<file path="config.mk">
export PLATFORM = sky130hd
export DESIGN_NAME = boton_pulsos
export DESIGN_NICKNAME = d
export VERILOG_FILES = /design/src/rtl/boton_pulsos.sv
export SDC_FILE = /design/constraint.sdc
export NUM_CORES = 1
export LEC_CHECK = 0
export CAP_MARGIN = 25
export CORE_MARGIN = 8
export CORE_UTILIZATION = 57
export CTS_BUF_LIST = sky130_fd_sc_hd__clkbuf_8 sky130_fd_sc_hd__clkbuf_16
export DETAILED_ROUTE_END_ITERATION = 8
export GPL_TIMING_DRIVEN = 0
export PLACE_DENSITY_LB_ADDON = 0.25
export SYNTH_ARGS = -nofsm -noshare
export SYNTH_HDL_FRONTEND = slang
export SYNTH_SLANG_ARGS = --single-unit
</file>
<file path="constraint.sdc">
create_clock -name clk -period 3.16 [get_ports clk]
set_input_delay 0.474 -clock clk [delete_from_list [all_inputs] [get_ports clk]]
set_output_delay 0.474 -clock clk [all_outputs]
set_load 0.01 [all_outputs]
</file>
<file path="src/rtl/boton_pulsos.sv">
// Navigation pushbutton front end: synchronise, debounce and turn the left/right
// buttons into single-cycle step pulses, with optional auto-repeat while held.
module boton_pulsos #(
    parameter int DEBOUNCE_CYCLES = 500000,
    parameter int REPEAT_DELAY    = 25000000,
    parameter int REPEAT_PERIOD   = 10000000,
    parameter int CNT_W           = 26
) (
    input  logic clk,
    input  logic rst_n,
    input  logic btn_izq_raw,
    input  logic btn_der_raw,
    output logic boton_izquierda,
    output logic boton_derecha,
    output logic izq_estable,
    output logic der_estable
);

    typedef enum logic [1:0] {
        IDLE    = 2'd0,
        PRESSED = 2'd1,
        REPEAT  = 2'd2
    } state_t;

    localparam logic [CNT_W-1:0] DB_LAST = CNT_W'(DEBOUNCE_CYCLES - 1);
    localparam logic [CNT_W-1:0] RD_LAST = CNT_W'(REPEAT_DELAY - 1);
    localparam logic [CNT_W-1:0] RP_LAST = CNT_W'(REPEAT_PERIOD - 1);

    // Index 0 is the left button, index 1 the right button.
    logic [1:0]       raw;
    logic [1:0]       s1;
    logic [1:0]       s2;
    logic [1:0]       deb;
    logic [1:0]       deb_nx;
    logic [1:0]       pulse_q;
    logic [1:0]       pulse_req;
    logic [1:0]       pulse_nx;
    logic             both_held;
    logic [CNT_W-1:0] db_cnt   [2];
    logic [CNT_W-1:0] db_cnt_nx[2];
    logic [CNT_W-1:0] hold_cnt [2];
    logic [CNT_W-1:0] hold_nx  [2];
    state_t           state    [2];
    state_t           state_nx [2];

    assign raw = {btn_der_raw, btn_izq_raw};

    always_ff @(posedge clk or negedge rst_n) begin
        if (!rst_n) begin
            s1      <= '0;
            s2      <= '0;
            deb     <= '0;
            pulse_q <= '0;
            for (int b = 0; b < 2; b++) begin
                db_cnt[b]   <= '0;
                hold_cnt[b] <= '0;
                state[b]    <= IDLE;
            end
        end else begin
            s1      <= raw;
            s2      <= s1;
            deb     <= deb_nx;
            pulse_q <= pulse_nx;
            for (int b = 0; b < 2; b++) begin
                db_cnt[b]   <= db_cnt_nx[b];
                hold_cnt[b] <= hold_nx[b];
                state[b]    <= state_nx[b];
            end
        end
    end

    always_comb begin
        both_held = deb[0] & deb[1];
        pulse_req = '0;
        deb_nx    = deb;
        for (int b = 0; b < 2; b++) begin
            db_cnt_nx[b] = '0;
            hold_nx[b]   = hold_cnt[b];
            state_nx[b]  = state[b];

            if (s2[b] != deb[b]) begin
                if (db_cnt[b] == DB_LAST) begin
                    deb_nx[b] = ~deb[b];
                end else begin
                    db_cnt_nx[b] = db_cnt[b] + 1'b1;
                end
            end

            // While both levels are high the hold counter sits at zero, so the
            // surviving button restarts a full repeat delay once the other lets go.
            case (state[b])
                IDLE: begin
                    if (deb[b]) begin
                        state_nx[b]  = PRESSED;
                        hold_nx[b]   = '0;
                        pulse_req[b] = ~both_held;
                    end
                end
                PRESSED: begin
                    if (!deb[b]) begin
                        state_nx[b] = IDLE;
                        hold_nx[b]  = '0;
                    end else if (both_held) begin
                        hold_nx[b] = '0;
                    end else if (REPEAT_DELAY != 0) begin
                        if (hold_cnt[b] == RD_LAST) begin
                            state_nx[b]  = REPEAT;
                            hold_nx[b]   = '0;
                            pulse_req[b] = 1'b1;
                        end else begin
                            hold_nx[b] = hold_cnt[b] + 1'b1;
                        end
                    end
                end
                REPEAT: begin
                    if (!deb[b]) begin
                        state_nx[b] = IDLE;
                        hold_nx[b]  = '0;
                    end else if (both_held) begin
                        state_nx[b] = PRESSED;
                        hold_nx[b]  = '0;
                    end else if (hold_cnt[b] == RP_LAST) begin
                        hold_nx[b]   = '0;
                        pulse_req[b] = 1'b1;
                    end else begin
                        hold_nx[b] = hold_cnt[b] + 1'b1;
                    end
                end
                default: begin
                    state_nx[b] = IDLE;
                    hold_nx[b]  = '0;
                end
            endcase
        end
        pulse_nx = (pulse_req == 2'b11) ? 2'b00 : pulse_req;
    end

    assign boton_izquierda = pulse_q[0];
    assign boton_derecha   = pulse_q[1];
    assign izq_estable     = deb[0];
    assign der_estable     = deb[1];

endmodule

</file>
# Word-level counts from Yosys, hierarchy flattened
# Cells that the tools add are included.
classes:
  n_mux: 50
  n_bitwise: 4
  reduce_logical: 6
  add_sub_neg: 4
  eq_ne: 21
ops:
  columns: ["operator", "count"]
  rows:
  - ["$mux 26", 18]
  - ["$pmux 26 s3", 2]
  - ["$add 26x1->26 const B", 4]
  - ["$eq 26x19->1 const B", 2]
  - ["$eq 26x24->1 const B", 2]
  - ["$eq 26x25->1 const B", 2]
  - ["$mux 2", 12]
  - ["$ne 3x3->1 const B", 6]
  - ["$mux 1", 14]
  - ["$pmux 2 s3", 2]
  - ["$reduce_and 4->1", 2]
  - ["$eq 2x2->1 const B", 3]
  - ["$pmux 1 s3", 2]
  - ["$eq 2x1->1 const B", 2]
  - ["$logic_not 2->1", 2]
  - ["$ne 2x2->1 const B", 2]
  - ["$reduce_and 2->1", 2]
  - ["$not 1->1", 3]
  - ["$ne 1x1->1", 2]
  - ["$and 1x1->1", 1]
word_totals:
  reg_bits: 116
  input_bits: 4
  out_inout_bits: 4
  elab_cells: 96

# Longest topological paths before layout
logic_depth:
  ltp_word: 7
  mapped_depth: 10
  ltp_nobuf: 7

# Worst setup path after synthesis
# OpenSTA, ideal clock, no wires.
synth_path:
  kind: "register to register"
  from: "reg hold_cnt[26] (netlist name)"
  to: "reg hold_cnt[44] (netlist name)"
  setup_time_ns: 0.082
  required_ns: 3.078
  stages_incl_launch_ff: 10
  period_less_slack_ns: 2.243
  path_buffers: 2
  arrival_time_ns: 2.161
  path_slack_ns: 0.917
  path_cell_list: "dfrtp_1 ha_1 and4_1 nand2_1 o31ai_1 a21oi_1 clkbuf_1 buf_2 a21oi_1 a31oi_1"
synth_between:
  elab_chain_cells: 5
  word_cells_on_any_way: 10
  cone_classes: "add/sub (1); eq/ne (2); mux (7)"
synth_lines:
  columns: ["item", "line", "rtl"]
  rows:
  - ["from (decl)", "41", "logic [CNT_W-1:0] hold_cnt [2];"]
  - ["from (signal, indexed assignment)", "66", "hold_cnt[b] <= hold_nx[b];"]
  - ["$add 26x1->26 (tied with other cells)", "111, 126", null]
  - ["$mux 26 (on tied branches)", "122, 106", null]
  - ["$mux 26 (on tied branches)", "119, 103", null]
  - ["$mux 26 (on tied branches)", "116, 100", null]
  - ["$pmux 26 s3 (*)", "91", "case (state[b])"]
# Every way passes the cells marked *; elsewhere a longest branch is shown, timed or not.
# A chain may end at the register's enable or synchronous reset.

# Final worst setup path
layout_path:
  from: "reg hold_cnt[26] (netlist name)"
  to: "reg hold_cnt[33] (netlist name)"
# The elaborated chain is that of the path after synthesis.

==> impl_metrics.csv <==
group,metric,value,unit
final_layout,diodes,0,
power_and_ir_drop,vdd_ir_drop_max,0.0004101,V
sta,hold_viol_final,0,
setup_path,end_kind,"flip-flop",
yosys,yosysSeqAreaShare,46.47,%
global_route,antenna_found_initial,0,
final_layout,nNetsFinal,734,
global_route,grt_pass1_vias,5112,
clock_tree,clock_sinks,116,
final_layout,layout-drive-gt1-share,7.114,%
floorplan,coreArea,0.01075,sq mm
global_route,grt_max_degree,61,
clock_tree,postCtsSetupBuffers,0,
final_layout,final_cell_mix,"116 x dfrtp_1, 84 x nor2_1, 64 x nand2_1, 39 x a21oi_1, 38 x nand3_1",
placed_design,post-place-cells,838,
yosys,muxShareOfSynthArea,0.8213,%
detailed_routing,avgViaCountPerCell,5.989,
yosys,synth_top_family_by_area,"simple AND/OR/NAND/NOR gates",
yosys,yosysWarnings,0,
placed_design,dp_slack,188.9,ps
setup_path,worst_path_max_delay_cell,"a21oi_2",
sta,skew,8.289,ps
status,outcome,"finished clean",
floorplan,chipHeight,120.7,um
clock_tree,cts_tree,"done",
setup_path,crit_chain,"ha_1 > and4_1 > nand2_1 > o31ai_1 > a21oi_2 > clkbuf_1 > buf_2 > nand2_1 > a31oi_1",
setup_path,cp.required,3600,ps
placed_design,io_buffers,7,
floorplan,dieArea,0.01456,sq mm
global_route,groute.usage.overall,20.20,%
sta,slew_headroom,50.66,%
floorplan,initial_core_util,58.13,%
sta,post-route-period-util,89.45,%
global_route,grt_overflow_total,0,
setup_path,cp_max_fo,10,
detailed_routing,vias,5216,
clock_tree,cts_max_path_buffers,2,
clock_tree,cts_buffers,17,
yosys,synth-seq-cells,116,
setup_path,worst_path_most_repeated_cell,"nand2_1",
sta,setup_violations,0,
yosys,async_reset_ff_share,100.0,%
yosys,synth_edf_count,0,
power_and_ir_drop,p_leak,2.930,nW
floorplan,rows,38,
clock_tree,clk_latency,530,ps
clock_tree,clkTransAtPathRegs,50,ps
clock_tree,cts.htree.levels,4,
detailed_routing,wl,13630,um
final_layout,area_delta_synth_final,13.92,%
final_layout,finalNonFillerCells,871,
sta,setup_ws,333.4,ps
yosys,netlist_area,0.006246,sq mm
sta,drv_slew,0,
floorplan,io_pins,8,
yosys,ys_types,58,
floorplan,die_w,120.7,um
yosys,synth_area_per_cell,9.052,sq um
final_layout,fillers,849,
power_and_ir_drop,power,3.443,mW
sta,finalCriticalPeriod,2827,ps
hold_path,hold_path_class,"flip-flop to flip-flop",
sta,worst_pin_slew,734.4,ps
detailed_routing,ant_nets,0,
detailed_routing,wl_per_cell,15.65,um
final_layout,mostFrequentLayoutCell,"dfrtp_1",
setup_path,path_class,"flip-flop to flip-flop",
setup_path,start_kind,"flip-flop",
yosys,synthesis.nets,706,
yosys,synthFlopType,"dfrtp_1",
detailed_routing,drtIter0Drc,452,
power_and_ir_drop,power_density,483.8,mW/mm^2
setup_path,slowest_delay,430,ps
yosys,synthAdderAreaFrac,2.404,%
yosys,synthSimpleGateAreaFrac,26.92,%
detailed_routing,drc_errors,0,
yosys,synth-xor-area-share,7.432,%
job,cap_viol_max_count,0,
placed_design,placed_area,0.006520,sq mm
placed_design,place_congestion,0.8954,
global_route,grt_first_pass_wirelength,24050,um
clock_tree,cts_root_buffer,"clkbuf_8",
placed_design,hpwl,9329,um
yosys,synth-compound-area-share,12.56,%
setup_path,crit_arrival,3270,ps
detailed_routing,firstDrtPassIters,5,
sta,fmax,353.8,MHz
yosys,syn_inst,690,
sta,rsz0062_at_grt,"false",
final_layout,final_area,0.007116,sq mm
-- cell families (layout without fill, tap and decap cells) --
family          after synthesis  count (layout)
compound gates              126             126
xor+xnor                     53              53
fa+ha+maj                    12              12
buf+inv                      53              94
flops                       116             116
mux                           5               5
simple gates                325             325
-- power breakdown --
| group | internal (mW) | leakage, nW | switching, mW | total [mW] |
|---|---|---|---|---|
| clock | 1.22 | 0.299 | 0.653 | 1.88 |
| sequential | 1.50 | 1.61 | 0.00752 | 1.50 |
| combinational | 0.0170 | 1.02 | 0.0459 | 0.0629 |
-- layout make-up --
type                       count  area [sq um]  area share (%)
buffer                        24         102.6           1.442
clock buffer                  19         441.7           6.207
clock inverter                13         140.1           1.969
inverter                      29         108.9           1.530
multi-input combinational    521          3136           44.07
sequential                   116          2903           40.79
tap                          140         175.2           2.462
timing repair buffer           9         108.9           1.530
-- synthesized netlist by cell type (10+ instances only) --
library cell / instances / area share, %
nor2_1: 84 / 5.0
nand2b_1: 12 / 1.2
o21ai_0: 25 / 2.0
and3_1: 17 / 1.7
or3_1: 15 / 1.5
a21oi_1: 40 / 3.2
dfrtp_1: 116 / 46
nor3_1: 16 / 1.3
nand2_1: 64 / 3.8
clkbuf_1: 19 / 1.1
nand4_1: 18 / 1.8
xor2_1: 33 / 4.6
ha_1: 12 / 2.4
nor4b_1: 12 / 1.7
and2_1: 10 / 1.0
inv_1: 29 / 1.7
nand3_1: 38 / 3.0
xnor2_1: 20 / 2.8
a31oi_1: 22 / 2.2
nor4_1: 11 / 1.1
-- final timing paths --
check / startpoint / to / slack (ps) / depth (start not counted)
worst min register to register: s1[1] / s2[1] / 370 / 0
max in group asynchronous: rst_n / hold_cnt[25] / 2020 / 3
min in group asynchronous: rst_n / hold_cnt[44] / 470 / 2
worst min-delay path: s1[1] / s2[1] / 370 / 0
worst max register to register: hold_cnt[26] / hold_cnt[33] / 330 / 9
worst max-delay path: hold_cnt[26] / hold_cnt[33] / 330 / 9
-- what timing repair did --
item,CTS,global route
hold buffers,1,0
setup endpoints to repair,0,4
resized for setup,0,1
hold endpoints to repair,56,0
-- critical path: cells and delay by family (launching register included) --
| family | cells | cell delay, ps |
|---|---|---|
| AO/OA/AOI/OAI | 3 | 770 |
| adder cells (fa/ha/maj) | 1 | 240 |
| buffers and inverters | 2 | 750 |
| flip-flops | 1 | 390 |
| AND/OR/NAND/NOR | 3 | 580 |
-- flip-flops by register name, indices dropped and copies added (netlist names) --
| register | flops |
|---|---|
| s1 | 2 |
| pulse_q | 2 |
| db_cnt | 52 |
| s2 | 2 |
| state | 4 |
| deb | 2 |
| hold_cnt | 52 |
-- metrics by stage --
step	setup TNS, ps	hold WS (ps)	utilization (%)
finish	0	368.0	66.22
global route	0	356.1	66.22
CTS	0	357.0	66.19
detailed placement	0	355.7	60.68
global placement	-318930	355.2	60.41
floorplan	0	178.4	-
-- metal layers --
layer / global-route usage (%) / part of all wire, % / wire length, um / vias up
met2: 32.13 / 48 / 6569 / 135
li1: - / - / - / 2519
met5: 0 / 0 / 0 / -
met3: 5.221 / 4.6 / 628 / 18
met4: 7.416 / 1.5 / 201 / 0
met1: 26.06 / 46 / 6230 / 2544
Note: power is estimated with default switching activity, not from simulation.
